File: src/rtl/data_mem_responder_pkg.sv
// Shared definitions for the data memory responder: access sizes, FSM states
// and the acceptance-time alignment check.
package data_mem_responder_pkg;

    localparam logic [1:0] SZ_WORD = 2'b00;
    localparam logic [1:0] SZ_HALF = 2'b01;
    localparam logic [1:0] SZ_BYTE = 2'b10;

    typedef enum logic [1:0] {
        ST_IDLE = 2'b00,
        ST_RD   = 2'b01,
        ST_WR   = 2'b10,
        ST_RESP = 2'b11
    } state_t;

    // Returns 1 for a misaligned access or the reserved size encoding.
    function automatic logic is_bad_req(input logic [1:0] size, input logic [1:0] addr_lo);
        case (size)
            SZ_WORD: return (addr_lo != 2'b00);
            SZ_HALF: return addr_lo[0];
            SZ_BYTE: return 1'b0;
            default: return 1'b1;
        endcase
    endfunction

endpackage

File: src/rtl/data_mem_responder_lane_align.sv
// Little-endian lane selection: extracts and extends a load lane from a memory
// word, and merges right-justified store data into that same word.
module data_mem_responder_lane_align
    import data_mem_responder_pkg::*;
(
    input  logic [31:0] word,
    input  logic [1:0]  addr_lo,
    input  logic [1:0]  size,
    input  logic        zero_ext,
    input  logic [31:0] wdata,
    output logic [31:0] load_val,
    output logic [31:0] store_word
);

    logic [7:0]  byte_lane;
    logic [15:0] half_lane;

    // Lane extraction, extension and read-modify-write merge
    always_comb begin
        byte_lane  = word[{addr_lo, 3'b000} +: 8];
        half_lane  = word[{addr_lo[1], 4'b0000} +: 16];
        load_val   = word;
        store_word = wdata;
        case (size)
            SZ_BYTE: begin
                load_val   = zero_ext ? {24'h0, byte_lane} : {{24{byte_lane[7]}}, byte_lane};
                store_word = word;
                store_word[{addr_lo, 3'b000} +: 8] = wdata[7:0];
            end
            SZ_HALF: begin
                load_val   = zero_ext ? {16'h0, half_lane} : {{16{half_lane[15]}}, half_lane};
                store_word = word;
                store_word[{addr_lo[1], 4'b0000} +: 16] = wdata[15:0];
            end
            default: begin
                load_val   = word;
                store_word = wdata;
            end
        endcase
    end

endmodule

File: src/rtl/data_mem_responder.sv
// Memory-side responder for CPU load/store requests. One access in flight;
// sub-word stores are performed as read-modify-write of the containing word.
module data_mem_responder
    import data_mem_responder_pkg::*;
#(
    parameter int READ_LAT = 2
) (
    input  logic        clk,
    input  logic        reset_in,
    input  logic        req_valid,
    output logic        req_ready,
    input  logic        req_we,
    input  logic [1:0]  req_size,
    input  logic        req_unsigned,
    input  logic [31:0] req_addr,
    input  logic [31:0] req_wdata,
    output logic        resp_valid,
    input  logic        resp_ready,
    output logic [31:0] resp_rdata,
    output logic        resp_err,
    output logic [31:0] mem_addr,
    output logic        mem_wr,
    output logic [31:0] mem_wdata,
    input  logic [31:0] mem_rdata
);

    localparam logic [7:0] LAT_LAST = 8'(READ_LAT - 1);

    state_t      state, state_next;
    logic [7:0]  wait_cnt;
    logic        lat_we;
    logic [1:0]  lat_size;
    logic        lat_zext;
    logic [1:0]  lat_addr_lo;
    logic [31:0] lat_wdata;
    logic        req_bad;
    logic        rd_done;
    logic [31:0] load_val;
    logic [31:0] store_word;

    assign req_ready = (state == ST_IDLE);
    assign req_bad   = is_bad_req(req_size, req_addr[1:0]);
    assign rd_done   = (wait_cnt == LAT_LAST);

    data_mem_responder_lane_align u_align (
        .word       (mem_rdata),
        .addr_lo    (lat_addr_lo),
        .size       (lat_size),
        .zero_ext   (lat_zext),
        .wdata      (lat_wdata),
        .load_val   (load_val),
        .store_word (store_word)
    );

    // State register
    always_ff @(posedge clk or negedge reset_in) begin
        if (!reset_in) state <= ST_IDLE;
        else           state <= state_next;
    end

    // Next-state decode: errors skip memory, word stores skip the read
    always_comb begin
        state_next = state;
        case (state)
            ST_IDLE: begin
                if (req_valid) begin
                    if (req_bad)                          state_next = ST_RESP;
                    else if (req_we && req_size == SZ_WORD) state_next = ST_WR;
                    else                                  state_next = ST_RD;
                end
            end
            ST_RD:   if (rd_done) state_next = lat_we ? ST_WR : ST_RESP;
            ST_WR:   state_next = ST_RESP;
            ST_RESP: if (resp_ready) state_next = ST_IDLE;
            default: state_next = ST_IDLE;
        endcase
    end

    // Request latch, read-latency counter, memory port and response registers
    always_ff @(posedge clk or negedge reset_in) begin
        if (!reset_in) begin
            wait_cnt    <= '0;
            lat_we      <= 1'b0;
            lat_size    <= SZ_WORD;
            lat_zext    <= 1'b0;
            lat_addr_lo <= 2'b00;
            lat_wdata   <= '0;
            mem_addr    <= '0;
            mem_wr      <= 1'b0;
            mem_wdata   <= '0;
            resp_valid  <= 1'b0;
            resp_err    <= 1'b0;
            resp_rdata  <= '0;
        end else begin
            case (state)
                ST_IDLE: begin
                    if (req_valid) begin
                        lat_we      <= req_we;
                        lat_size    <= req_size;
                        lat_zext    <= req_unsigned;
                        lat_addr_lo <= req_addr[1:0];
                        lat_wdata   <= req_wdata;
                        wait_cnt    <= '0;
                        resp_rdata  <= '0;
                        resp_err    <= req_bad;
                        if (req_bad) begin
                            resp_valid <= 1'b1;
                        end else begin
                            mem_addr <= {req_addr[31:2], 2'b00};
                            if (req_we && req_size == SZ_WORD) begin
                                mem_wdata <= req_wdata;
                                mem_wr    <= 1'b1;
                            end
                        end
                    end
                end
                ST_RD: begin
                    if (rd_done) begin
                        wait_cnt <= '0;
                        if (lat_we) begin
                            mem_wdata <= store_word;
                            mem_wr    <= 1'b1;
                        end else begin
                            resp_rdata <= load_val;
                            resp_valid <= 1'b1;
                        end
                    end else begin
                        wait_cnt <= wait_cnt + 8'd1;
                    end
                end
                ST_WR: begin
                    mem_wr     <= 1'b0;
                    resp_valid <= 1'b1;
                end
                ST_RESP: begin
                    if (resp_ready) begin
                        resp_valid <= 1'b0;
                        resp_err   <= 1'b0;
                        resp_rdata <= '0;
                    end
                end
                default: ;
            endcase
        end
    end

endmodule

File: config.mk
export PLATFORM = sky130hd
export DESIGN_NAME = data_mem_responder
export DESIGN_NICKNAME = d
export VERILOG_FILES = /design/src/rtl/data_mem_responder_pkg.sv /design/src/rtl/data_mem_responder_lane_align.sv /design/src/rtl/data_mem_responder.sv
export SDC_FILE = /design/constraint.sdc
export NUM_CORES = 1
export LEC_CHECK = 0
export BUFFER_PORTS_ARGS = -buffer_cell sky130_fd_sc_hd__buf_2
export CORE_UTILIZATION = 58
export DETAILED_ROUTE_END_ITERATION = 10
export PLACE_DENSITY = 0.88
export SYNTH_ARGS = -nofsm -noshare
export SYNTH_HDL_FRONTEND = slang
export SYNTH_HIERARCHICAL = 1
export SYNTH_SLANG_ARGS = --single-unit
File: constraint.sdc
create_clock -name clk -period 4.7 [get_ports clk]
set_input_delay 0.235 -clock clk [delete_from_list [all_inputs] [get_ports clk]]
set_output_delay 0.235 -clock clk [all_outputs]
set_load 0.02 [all_outputs]
# == After elaboration in Yosys (flattened, before gate mapping) ==
# Cells that the tools add are included.
# word_totals
elab_cells,98
out_inout_bits,100
ff_bits,145
# classes
mux,42
n_shift,6
bitwise,1
reduce_logical,17
n_addsub,3
n_eq_ne,16
# ops
operator,n
2-to-1 mux 32 bit,11
case mux 32 bit (2 select lines),3
case mux 32 bit (3 select lines),1
bitwise mux 32 bit,2
variable shift 16 x 7 -> 32 bit (first input constant),1
variable shift 8 x 7 -> 32 bit (first input constant),1
variable part select 16 x 7 -> 32 bit,1
variable part select 32 x 6 -> 16 bit,1
variable part select 32 x 6 -> 8 bit,1
variable part select 8 x 7 -> 32 bit,1
2-to-1 mux 8 bit,2
case mux 8 bit (2 select lines),1
negator 5 -> 7 bit,2
2-to-1 mux 1 bit,12
inequality test 2 bit (second input constant),6
AND reduction 6 bit,2
2-to-1 mux 2 bit,5
AND reduction 5 bit,2
AND reduction 3 bit,3
adder 8 x 1 -> 8 bit (second input constant),1
equality test 2 bit (second input constant),4
equality test 8 x 1 -> 1 bit (second input constant),1
case mux 2 bit (4 select lines),1
equality test 2 x 1 -> 1 bit (second input constant),3
other kinds (10),17

# == Depth between registers and ports, before layout ==
# Gate-level depths: netlist (run 1).
# logic_depth
word_depth,7
mapped_depth,11

# == Cells and area by module ==
# Netlist (run 1), hierarchy kept.
# modules_own_cells
module,area_per_inst_um2,cells_each,seq_area_each_um2,n_inst
data_mem_responder,6144.6,424,3628.5,1
data_mem_responder_lane_align,1845.5,243,0.0,1

# == Worst setup path before layout (run 1) ==
# OpenSTA, ideal clock, no wires.
# synth_path
path_kind,register -> register
from,register lat_addr_lo[0]
to,register mem_wdata[10]
t_arrival_ns,2.458
setup_ns,0.125
path_slack_ns,2.117
path_stages_with_launch,12
n_path_buf,3
cell_sequence,dfrtp_1 > buf_6 > clkbuf_1 > inv_1 > ha_1 > nor3b_1 > and3_1 > clkbuf_1 > a32oi_1 > o22ai_1 > mux2_2 > mux2_2
# synth_via
elab_chain_cells,7
# synth_rtl
item,line_no,text
"start, declared",data_mem_responder.sv:34,logic [1:0] lat_addr_lo;
"start signal, assigned",data_mem_responder.sv:101,lat_addr_lo <= req_addr[1:0];
negator 5 -> 7 bit (*),data_mem_responder_lane_align.sv:28,"store_word[{addr_lo, 3'b000} +: 8] = wdata[7:0];"
variable part select 8 x 7 -> 32 bit or variable shift 8 x 7 -> 32 bit (tied branches),data_mem_responder_lane_align.sv:28,
bitwise mux 32 bit (*),data_mem_responder_lane_align.sv:28,
case mux 32 bit (2 select lines) (*),data_mem_responder_lane_align.sv:24,case (size)
via store_word[10],data_mem_responder.sv:39,logic [31:0] store_word;
2-to-1 mux 32 bit (*),data_mem_responder.sv:120,if (lat_we) begin
2-to-1 mux 32 bit (*),data_mem_responder.sv:118,if (rd_done) begin
case mux 32 bit (2 select lines) (*),data_mem_responder.sv:95,case (state)
"end signal, assigned",data_mem_responder.sv:111,mem_wdata <= req_wdata;
"end signal, assigned",data_mem_responder.sv:121,mem_wdata <= store_word;
"end, declared",data_mem_responder.sv:23,"output logic [31:0] mem_wdata,"
# The timed path passes the listed nets; every way through them passes the cells marked *. The select of a mux whose other input is x is not followed.
# A chain may end at the register's enable or synchronous reset.

# == Final worst setup path (run 1) ==
# layout_path
from,register lat_size[1]
to,register mem_wdata[12]
# layout_via
elab_chain_cells,5
# layout_rtl
item,line_no,text
"start, declared",data_mem_responder.sv:32,logic [1:0] lat_size;
"start signal, assigned",data_mem_responder.sv:99,lat_size <= req_size;
equality test 2 x 1 -> 1 bit or equality test 2 bit (tied branches),data_mem_responder_lane_align.sv:24,
case mux 32 bit (2 select lines) (*),data_mem_responder_lane_align.sv:24,
via store_word[12],data_mem_responder.sv:39,
2-to-1 mux 32 bit (*),data_mem_responder.sv:120,
2-to-1 mux 32 bit (*),data_mem_responder.sv:118,
case mux 32 bit (2 select lines) (*),data_mem_responder.sv:95,
# Marks and branches as above.

==> metrics, run 1 <==
CTS clock-pin slew for the worst setup and hold paths=60 ps; top-level port count=204; H-tree depth=4; Hold Vio Cnt, Final=0; max_slew headroom=0.242; final setup fails=0; Most Frequent Cell on Critical Path=mux2_2; CP peak stage delay=900 ps; Initial Util=0.599; number of remaining DRC errors=0; Final period util=0.637; GRT met2 Usage=0.469; CTS tree=built; CTS Buf Count=17; Synth Area per Inst=12.0 um^2; top cells by count, synth=mux2_2, dfrtp_1, a22o_1; synthesis-to-layout area growth=20.5%; worst path cell trace=inv_1 -> ha_1 -> and2_0 -> a21oi_1 -> o32ai_1 -> mux2_2 -> mux2_2; largest net degree at the start of global routing=104; die width=119 um; CTS Buffer Depth=2; Final ANT Viol Nets=0; Critical Path RT=5070 ps; leading area contributor after synthesis=dfrtp_1; Async S/R FF share, synth=1.00; met3 Use GR=0.0747; Area contributors post-synth=dfrtp_1, mux2_2, a22o_1, ha_1, a21oi_1; reported max-cap violation count=0; ys flop type=dfrtp_1; CP startpoint kind=flop; synthesized flop and latch total=145; Critical Path Fanout Max=29; Wirelength per Cell=20.3 um; DP Area=9010 um^2; DRT iter0 DRCs=577; Seq/Total Area, Yosys=0.454; Min Hold Slack=34.7 ps; fin nets=966; mapped cell area=7990 um^2; status=complete, no violations; Post-synth EDFFs=0; IO Port Bufs=201; Sink Count=145; kind of critical path=reg -> reg; clock skew=7.38 ps; gr ovfl total=0; maximum vdd ir drop=0.249 mV; post_cts resized=0; setup TNS=0 ps; gpl congestion=0.980; M1 GR Usage=0.409; top cell type's share of synthesized area=0.454; hold crit path type=in -> reg; Final HPWL DP=14700 um; Routed WL=21100 um; First-pass DRT Iterations=7; Pins Over Slew Limit=0; Root Driver=clkbuf_16; Critical-path top delay cell=ha_1; global-route wire length before repair=33600 um; P_leak=5.10 nW; antenna violations before repair=2; count leader, synth=mux2_2; Clk Latency, worst-skew pair=430 ps; RSZ-0062 raised after global routing=no; Post-Place Cells=1003; WP data arrival=3360 ps; ratio of cells with drive above 1 in the final layout=0.478; DIE HEIGHT=119 um; DR vias/cell=6.17; vias in the first global route=6329; row count=42; Layout Utilization=0.722; Synth Instances=667; CORE AREA=13300 um^2; Ys Warns=6; GRT busiest layer=met2; PD cells=288 nW/um^2; die area=14200 um^2; gr usage total=0.307; total number of vias=6400; Non-Filler Instances=1038; Final Cell Area=9630 um^2; Fmax=0.334 GHz; CP Capture Type=flop; worst slew pin tran=1140 ps; minimum clock period=2990 ps; synth unique cells=59
==> repair_timing <==
item                                   CTS  global route
hold buffers                             1             0
setup buffers                            0             0
endpoints found under the hold margin  102             0
==> power by group <==
part | internal (mW) | switching [mW] | leakage, nW
sequential | 1.25 | 0 | 2.00
clock | 0.853 | 0.536 | 0.288
combinational | 0.0576 | 0.0796 | 2.81
total | 2.16 | 0.616 | 5.10
==> critical path, delay by kind of cell, from the launching register on <==
kind	cells	cell delay (ps)
multiplexers	2	340
flip-flops	1	400
AO/OA/AOI/OAI	2	480
buffers and inverters	1	60
adder cells (fa/ha/maj)	1	900
AND/OR/NAND/NOR	1	750
==> placed cells by master (no fill, tap or decap), types with 3 or more instances in the layout <==
| master | n |
|---|---|
| buf_2 | 200 |
| mux2_2 | 159 |
| dfrtp_1 | 145 |
| a22o_1 | 49 |
| inv_1 | 34 |
| a21oi_1 | 33 |
| a21o_1 | 19 |
| clkbuf_16 | 17 |
| a221o_1 | 15 |
| ha_1 | 14 |
| o21ai_0 | 12 |
| a22oi_1 | 11 |
| nand2_1 | 10 |
| and3_1 | 10 |
| mux2i_1 | 9 |
| nor2b_1 | 8 |
| o32ai_1 | 8 |
| buf_4 | 8 |
| nor2_1 | 7 |
| a221oi_1 | 7 |
| o2bb2ai_1 | 7 |
| a222oi_1 | 5 |
| or3_1 | 4 |
| nand3_1 | 4 |
| nand2b_1 | 4 |
| nor3_1 | 3 |
| clkbuf_1 | 3 |
| clkinv_4 | 3 |
| bufinv_16 | 3 |
==> area by class of cell <==
type | count | area, um^2
multi-input combinational | 438 | 3960
timing repair buffer | 210 | 1080
antenna | 2 | 5.00
fill | 957 | 3720
clock inverter | 11 | 154
clock buffer | 21 | 450
sequential | 145 | 3630
inverter | 35 | 131
tap | 176 | 220
==> registers in the layout, summed over array words and instances (netlist names) <==
| register | flops |
|---|---|
| lat_we | 1 |
| state | 2 |
| resp_valid | 1 |
| lat_wdata | 32 |
| lat_addr_lo | 2 |
| lat_zext | 1 |
| resp_rdata | 32 |
| wait_cnt | 8 |
| resp_err | 1 |
| mem_wdata | 32 |
| mem_wr | 1 |
| lat_size | 2 |
| mem_addr | 30 |
==> through the flow <==
stage	setup slack, ps	total power [mW]
floorplan	2120	1.31
global placement	1900	1.40
detailed placement	1820	1.41
CTS	1800	2.79
global route	1610	2.86
finish	1710	2.77
==> path summary, 6_finish.rpt <==
| path | startpoint | endpoint | slack, ps | cells past startpoint |
|---|---|---|---|---|
| min in group asynchronous | reset_in | wait_cnt[7] | 500 | 2 |
| worst min-delay path | req_addr[8] | mem_addr[8] | 30 | 2 |
| worst max register to register | lat_size[1] | mem_wdata[12] | 1710 | 7 |
| worst min register to register | resp_rdata[16] | resp_rdata[16] | 500 | 1 |
| worst max-delay path | lat_size[1] | mem_wdata[12] | 1710 | 7 |
| max in group asynchronous | reset_in | mem_wdata[24] | 3100 | 3 |
==> cells by family after synthesis <==
family,count (synthesis),synth area share
AOI/OAI and AO/OA,184,0.181
adders and majority gates,15,0.0235
buffers and inverters,85,0.0518
DFF,145,0.454
muxes,170,0.239
other,1,0.000469
and+or+nand+nor,67,0.0507
==> routing by layer <==
| metal | vias up | wire length [um] |
|---|---|---|
| met5 | - | 0 |
| met4 | 0 | 831 |
| met3 | 71 | 1750 |
| met2 | 331 | 9790 |
| met1 | 3114 | 8710 |
| li1 | 2884 | - |
No activity file was read; power rests on OpenSTA's default activity.
==> inputs of run 2 (changes only) <==
--- a/config.mk
+++ b/config.mk
@@ -5,10 +5,11 @@
 export SDC_FILE = /design/constraint.sdc
 export NUM_CORES = 1
 export LEC_CHECK = 0
+export ABC_AREA = 1
 export BUFFER_PORTS_ARGS = -buffer_cell sky130_fd_sc_hd__buf_2
-export CORE_UTILIZATION = 58
+export CORE_UTILIZATION = 55
 export DETAILED_ROUTE_END_ITERATION = 10
-export PLACE_DENSITY = 0.88
+export PLACE_DENSITY = 0.83
 export SYNTH_ARGS = -nofsm -noshare
 export SYNTH_HDL_FRONTEND = slang
 export SYNTH_HIERARCHICAL = 1
==> constraint.sdc (replaced) <==
create_clock -name clk -period 2.8 [get_ports clk]
set_input_delay 0.14 -clock clk [delete_from_list [all_inputs] [get_ports clk]]
set_output_delay 0.14 -clock clk [all_outputs]
set_load 0.02 [all_outputs]
==> metrics, run 2 <==
mapped cell area=8790 um^2 (+10%); gpl congestion=1.01 (+3.5%); kind of critical path=reg -> reg; IO Port Bufs=201 (unchanged); max_slew headroom=0.434 (+0.192); worst path cell trace=inv_1 -> ha_1 -> inv_2 -> nor2_1 -> inv_1 -> nand2_1 -> inv_1 -> nand4_2 -> nand2_1 -> nand2_1; Clk Latency, worst-skew pair=440 ps (about the same); synth unique cells=37 (-37%); Critical Path Fanout Max=32 (+10%); Async S/R FF share, synth=1.00 (unchanged); Fmax=0.389 GHz (+16%); CTS clock-pin slew for the worst setup and hold paths=70 ps (about the same); DR top layer=met4; top-level port count=204 (unchanged); Root Driver=clkbuf_16; fin nets=1629 (+69%); P_leak=6.35 nW (+25%); Ys Warns=6 (unchanged); reg2reg path depth=10 (+3); Seq/Total Area, Yosys=0.413 (-0.0415); Post-Place Cells=1640 (+64%); CTS Buf Count=17 (unchanged); gr ovfl total=0 (unchanged); DR vias/cell=5.48 (-11%); DIE HEIGHT=128 um (+7.6%); Initial Util=0.570 (-0.0286); flop2flop setup slack=230 ps (-1480 ps); CP Capture Type=flop; Inserted Diodes=0 (-2); reported max-cap violation count=0 (unchanged); ys flop type=dfrtp_1; Metal-1 WL=11500 um (+32%); Non-Filler Instances=1734 (+67%); Final period util=0.918 (+0.281); synthesis-to-layout area growth=26.2%; die width=128 um (+7.6%); global-route wire length before repair=44400 um (+32%); met2 WL=12600 um (+29%); Hold Path Depth=3 (+1); top cells by count, synth=nand2_1, o21ai_0, inv_1; post-CTS setup buffer count=0 (unchanged); maximum vdd ir drop=0.703 mV (+180%); synthesized flop and latch total=145 (unchanged); CTS Buffer Depth=2 (unchanged); largest net degree at the start of global routing=75 (-28%); CORE AREA=15400 um^2 (+16%); final setup fails=0 (unchanged); gr usage total=0.348 (+0.0410); Layout Utilization=0.719 (-0.00254); Wirelength per Cell=16.1 um (-21%); total number of vias=9508 (+49%); First-pass DRT Iterations=6 (-1); Critical Path RT=3120 ps (-1950 ps); DRT iter0 DRCs=1141 (+98%); minimum clock period=2570 ps (-424 ps); clock skew=7.90 ps (+0.519 ps); Pins Over Slew Limit=0 (unchanged); worst slew pin tran=847 ps (-290 ps); Final ANT Viol Nets=0 (unchanged); critical path launch point=state[0]; setup TNS=0 ps (unchanged); Synth Area per Inst=6.86 um^2 (-43%); Post-synth EDFFs=0 (unchanged); hold_sp=req_wdata[15]; top flop regs=lat_wdata (32), mem_wdata (32), resp_rdata (32); Sink Count=145 (unchanged); CP startpoint kind=flop; row count=45 (+7.1%); Routed WL=27900 um (+32%); number of remaining DRC errors=0 (unchanged); vias in the first global route=9003 (+42%); Critical-path top delay cell=nand4_2; commonest non-fill, non-tap cell in the layout=nand2_1; Min Hold Slack=1.95 ps (-32.8 ps); hold crit path type=in -> reg; routed wl met3=2320 um (+33%); RSZ-0062 raised after global routing=no; antenna violations before repair=1 (-1); die area=16500 um^2 (+16%); Final HPWL DP=18200 um (+24%); CTS tree=built; PD cells=1180 nW/um^2 (+310%); ratio of cells with drive above 1 in the final layout=0.184 (-0.294); H-tree depth=4 (unchanged); Hold Vio Cnt, Final=0 (unchanged); leading area contributor after synthesis=dfrtp_1; count leader, synth=nand2_1; WP data arrival=2890 ps (-470 ps); most frequent cells in the layout=nand2_1, buf_2, o21ai_0; Synth Instances=1281 (+92%); top cell type's share of synthesized area=0.413 (-0.0415); Area contributors post-synth=dfrtp_1, nand2_1, o21ai_0, inv_1, nand4_1; FF-to-FF Start=state[0]; status=complete, no violations; CP peak stage delay=670 ps (-230 ps)
[run 2: cell types whose count changed after synthesis, sizes merged, moves of 14 or more]
cell	previous run	this run
inv	35	158
o22ai	2	18
a21o	19	0
o21ai	14	171
nand2	10	504
mux2	161	0
clkbuf	16	30
a22o	49	0
a221o	15	0
nand3	4	28
nor2	7	56
nand4	0	46
[run 2: what timing repair did]
item / 4_1_cts / 5_1_grt
gates resized for setup: 0 / 0
hold buffers: 62 / 0
hold endpoints to repair: 132 / 0
endpoints found under the setup margin: 0 / 0
[run 2: worst paths after layout]
check	endpoint
max	resp_rdata[9]
min	lat_wdata[15]
max reg2reg	resp_rdata[9]
min reg2reg	mem_wdata[18]
max in group asynchronous	mem_addr[24]
min in group asynchronous	mem_wdata[1]
[run 2: final cells by class]
class / instances / area [um^2]
clock inverter: 15 / 194
sequential: 145 / 3630
fill: 1231 / 4330
inverter: 159 / 599
clock buffer: 17 / 425
tap: 211 / 264
timing repair buffer: 285 / 1820
multi-input combinational: 902 / 4160
[run 2: metal layers]
metal / track usage / up-vias
met5: 0 / -
met4: 0.191 / 0
met3: 0.0628 / 116
met2: 0.548 / 526
met1: 0.458 / 4357
li1: - / 4509
[run 2: power by group]
part           internal [mW]  switching, mW  total (mW)  leakage (nW)
sequential              2.90          0.536        3.44          1.86
combinational           2.20           5.02        7.22          4.19
clock                   1.43          0.998        2.42         0.294
total                   6.53           6.56        13.1          6.35
[run 2: kinds of logic (layout without fill, tap and decap cells)]
kind of cell,count (synthesis),after routing,share of synthesized area
AND/OR/NAND/NOR,640,640,0.299
buffers and inverters,235,476,0.115
flip-flops,145,145,0.413
XOR/XNOR,3,3,0.00299
other,1,2,0.000426
AO/OA/AOI/OAI,242,242,0.148
adder cells (fa/ha/maj),15,15,0.0213
[run 2: critical path, delay by kind of cell (launching register included)]
kind,cells,cell delay [ps]
adders and majority gates,1,340
buffers and inverters,4,410
DFF,1,420
and+or+nand+nor,5,1270
[run 2: metrics by stage]
step / worst slack (ps) / cell area [um^2] / power, mW
floorplan: 880 / 8800 / 8.48
global placement: 605 / 9850 / 10.1
detailed placement: 313 / 9850 / 10.3
CTS: 304 / 11100 / 12.9
global route: 99.1 / 11100 / 14.0
finish: 230 / 11100 / 13.1
==> inputs of run 3 (changes only) <==
--- a/config.mk
+++ b/config.mk
@@ -7,6 +7,7 @@
 export LEC_CHECK = 0
 export ABC_AREA = 1
 export BUFFER_PORTS_ARGS = -buffer_cell sky130_fd_sc_hd__buf_2
+export CORE_ASPECT_RATIO = 1.4
 export CORE_UTILIZATION = 55
 export DETAILED_ROUTE_END_ITERATION = 10
 export PLACE_DENSITY = 0.83
==> metrics, run 3 (synthesis results as in run 2) <==
top-level port count=204 (unchanged); CTS clock-pin slew for the worst setup and hold paths=60 ps (about the same); setup ws final=313 ps (+82.7 ps); total number of vias=9291 (-2.3%); post_cts resized=0 (unchanged); Final HPWL DP=19600 um (+7.7%); worst slew pin tran=877 ps (+29.9 ps); CTS Buf Count=17 (unchanged); RSZ-0062 raised after global routing=no; commonest non-fill, non-tap cell in the layout=nand2_1; Routed WL=27900 um (about the same); antenna violations before repair=0 (-1); top flop regs=lat_wdata (32), mem_wdata (32), resp_rdata (32); Critical Path RT=3110 ps (about the same); row count=54 (+20%); DRT iter0 DRCs=812 (-29%); WP data arrival=2790 ps (-100 ps); synthesis-to-layout area growth=24.7%; total power=12.9 mW (-1.8%); largest net degree at the start of global routing=75 (unchanged); die area=16500 um^2 (about the same); Root Driver=clkbuf_16; gpl congestion=0.982 (-3.1%); Fmax=0.402 GHz (+3.3%); Top Family by Delay on Critical Path=simple AND/OR/NAND/NOR gates; final setup fails=0 (unchanged); Critical Path Fanout Max=32 (unchanged); ratio of cells with drive above 1 in the final layout=0.184 (about the same); Inserted Diodes=0 (unchanged); H-tree depth=4 (unchanged); reported max-cap violation count=0 (unchanged); hold crit path type=in -> reg; CORE AREA=15600 um^2 (+1.2%); Final ANT Viol Nets=0 (unchanged); post-CTS setup buffer count=0 (unchanged); IO Port Bufs=201 (unchanged); Wirelength per Cell=16.3 um (+1.3%); fin nets=1623 (-0.37%); vias in the first global route=8848 (-1.7%); global-route wire length before repair=43800 um (-1.3%); Pins Over Slew Limit=0 (unchanged); status=complete, no violations; die width=109 um (-15%); CP startpoint kind=flop; worst path bufs/invs=4 (unchanged); P_leak=6.30 nW (-0.70%); CTS Buffer Depth=2 (unchanged); hold buffers post-CTS=56 (-9.7%); Initial Util=0.563 (-0.00658); clock skew=5.86 ps (-2.04 ps); DR vias/cell=5.42 (-1.1%); PD cells=1170 nW/um^2 (-0.63%); worst path cell trace=inv_1 -> ha_1 -> inv_2 -> nor2_1 -> inv_1 -> nand2_1 -> inv_1 -> nand4_2 -> nand2_1 -> nand2_1; CTS tree=built; number of remaining DRC errors=0 (unchanged); Hold Vio Cnt, Final=0 (unchanged); gr usage total=0.348 (-0.000642); maximum vdd ir drop=0.813 mV (+16%); max_slew headroom=0.414 (-0.0200); setup TNS=0 ps (unchanged); DIE HEIGHT=152 um (+18%); Final period util=0.888 (-0.0295); most frequent cells in the layout=nand2_1, buf_2, o21ai_0; setup slack at placement=319 ps (+6.14 ps); Min Hold Slack=13.0 ps (+11.1 ps); CP Capture Type=flop; Clk Latency, worst-skew pair=430 ps (about the same); First-pass DRT Iterations=6 (unchanged); minimum clock period=2490 ps (-82.7 ps); gr ovfl total=0 (unchanged); Sink Count=145 (unchanged); kind of critical path=reg -> reg; CP peak stage delay=690 ps (+20 ps); Critical-path top delay cell=nand4_2
[run 3: cell types whose count changed in the layout (fill, tap and decap cells not counted), sizes merged]
cell | before | now
clkinv | 3 | 6
inv | 165 | 162
clkbuf | 17 | 19
dlygate4sd3 | 62 | 56
bufinv | 3 | 1
[run 3: tightest hold or removal path, delay by kind of cell]
family                 cells  cell delay [ps]
AO/OA/AOI/OAI              1               80
buffers and inverters      2              160
[run 3: area by class of cell]
cell class              count  area (um^2)
repair buffers            279         1760
inverters                 159          599
fillers                  1302         4640
well taps                 196          245
clock inverters            13          129
clock buffers              19          443
multi-input cells         902         4160
flip-flops and latches    145         3630
[run 3: report_power, final]
| group | total [mW] | internal (mW) | switching (mW) |
|---|---|---|---|
| sequential | 3.44 | 2.90 | 0.539 |
| clock | 2.22 | 1.26 | 0.959 |
| combinational | 7.19 | 2.20 | 4.99 |
| total | 12.9 | 6.36 | 6.49 |
[run 3: per-stage QoR]
stage	area (um^2)	std cells	util
CTS	11000	1713	0.703
global route	11000	1713	0.703
global placement	9830	1625	0.630
detailed placement	9830	1625	0.630
finish	11000	1713	0.703
floorplan	8800	1282	-
[run 3: worst paths after layout]
kind,start,to,slack (ps),cells after the start
max,state[0],resp_rdata[23],310,10
min,req_wdata[21],lat_wdata[21],10,3
max reg2reg,state[0],resp_rdata[23],310,10
min reg2reg,resp_rdata[26],resp_rdata[26],470,2
max in group asynchronous,reset_in,lat_wdata[17],1750,3
min in group asynchronous,reset_in,mem_wdata[14],240,2
[run 3: metal layers]
| layer | up-vias | track usage | routed length [um] |
|---|---|---|---|
| met5 | - | 0 | 0 |
| met4 | 0 | 0.183 | 1220 |
| met3 | 71 | 0.0650 | 1860 |
| met2 | 409 | 0.587 | 13900 |
| met1 | 4323 | 0.417 | 10900 |
| li1 | 4488 | - | - |
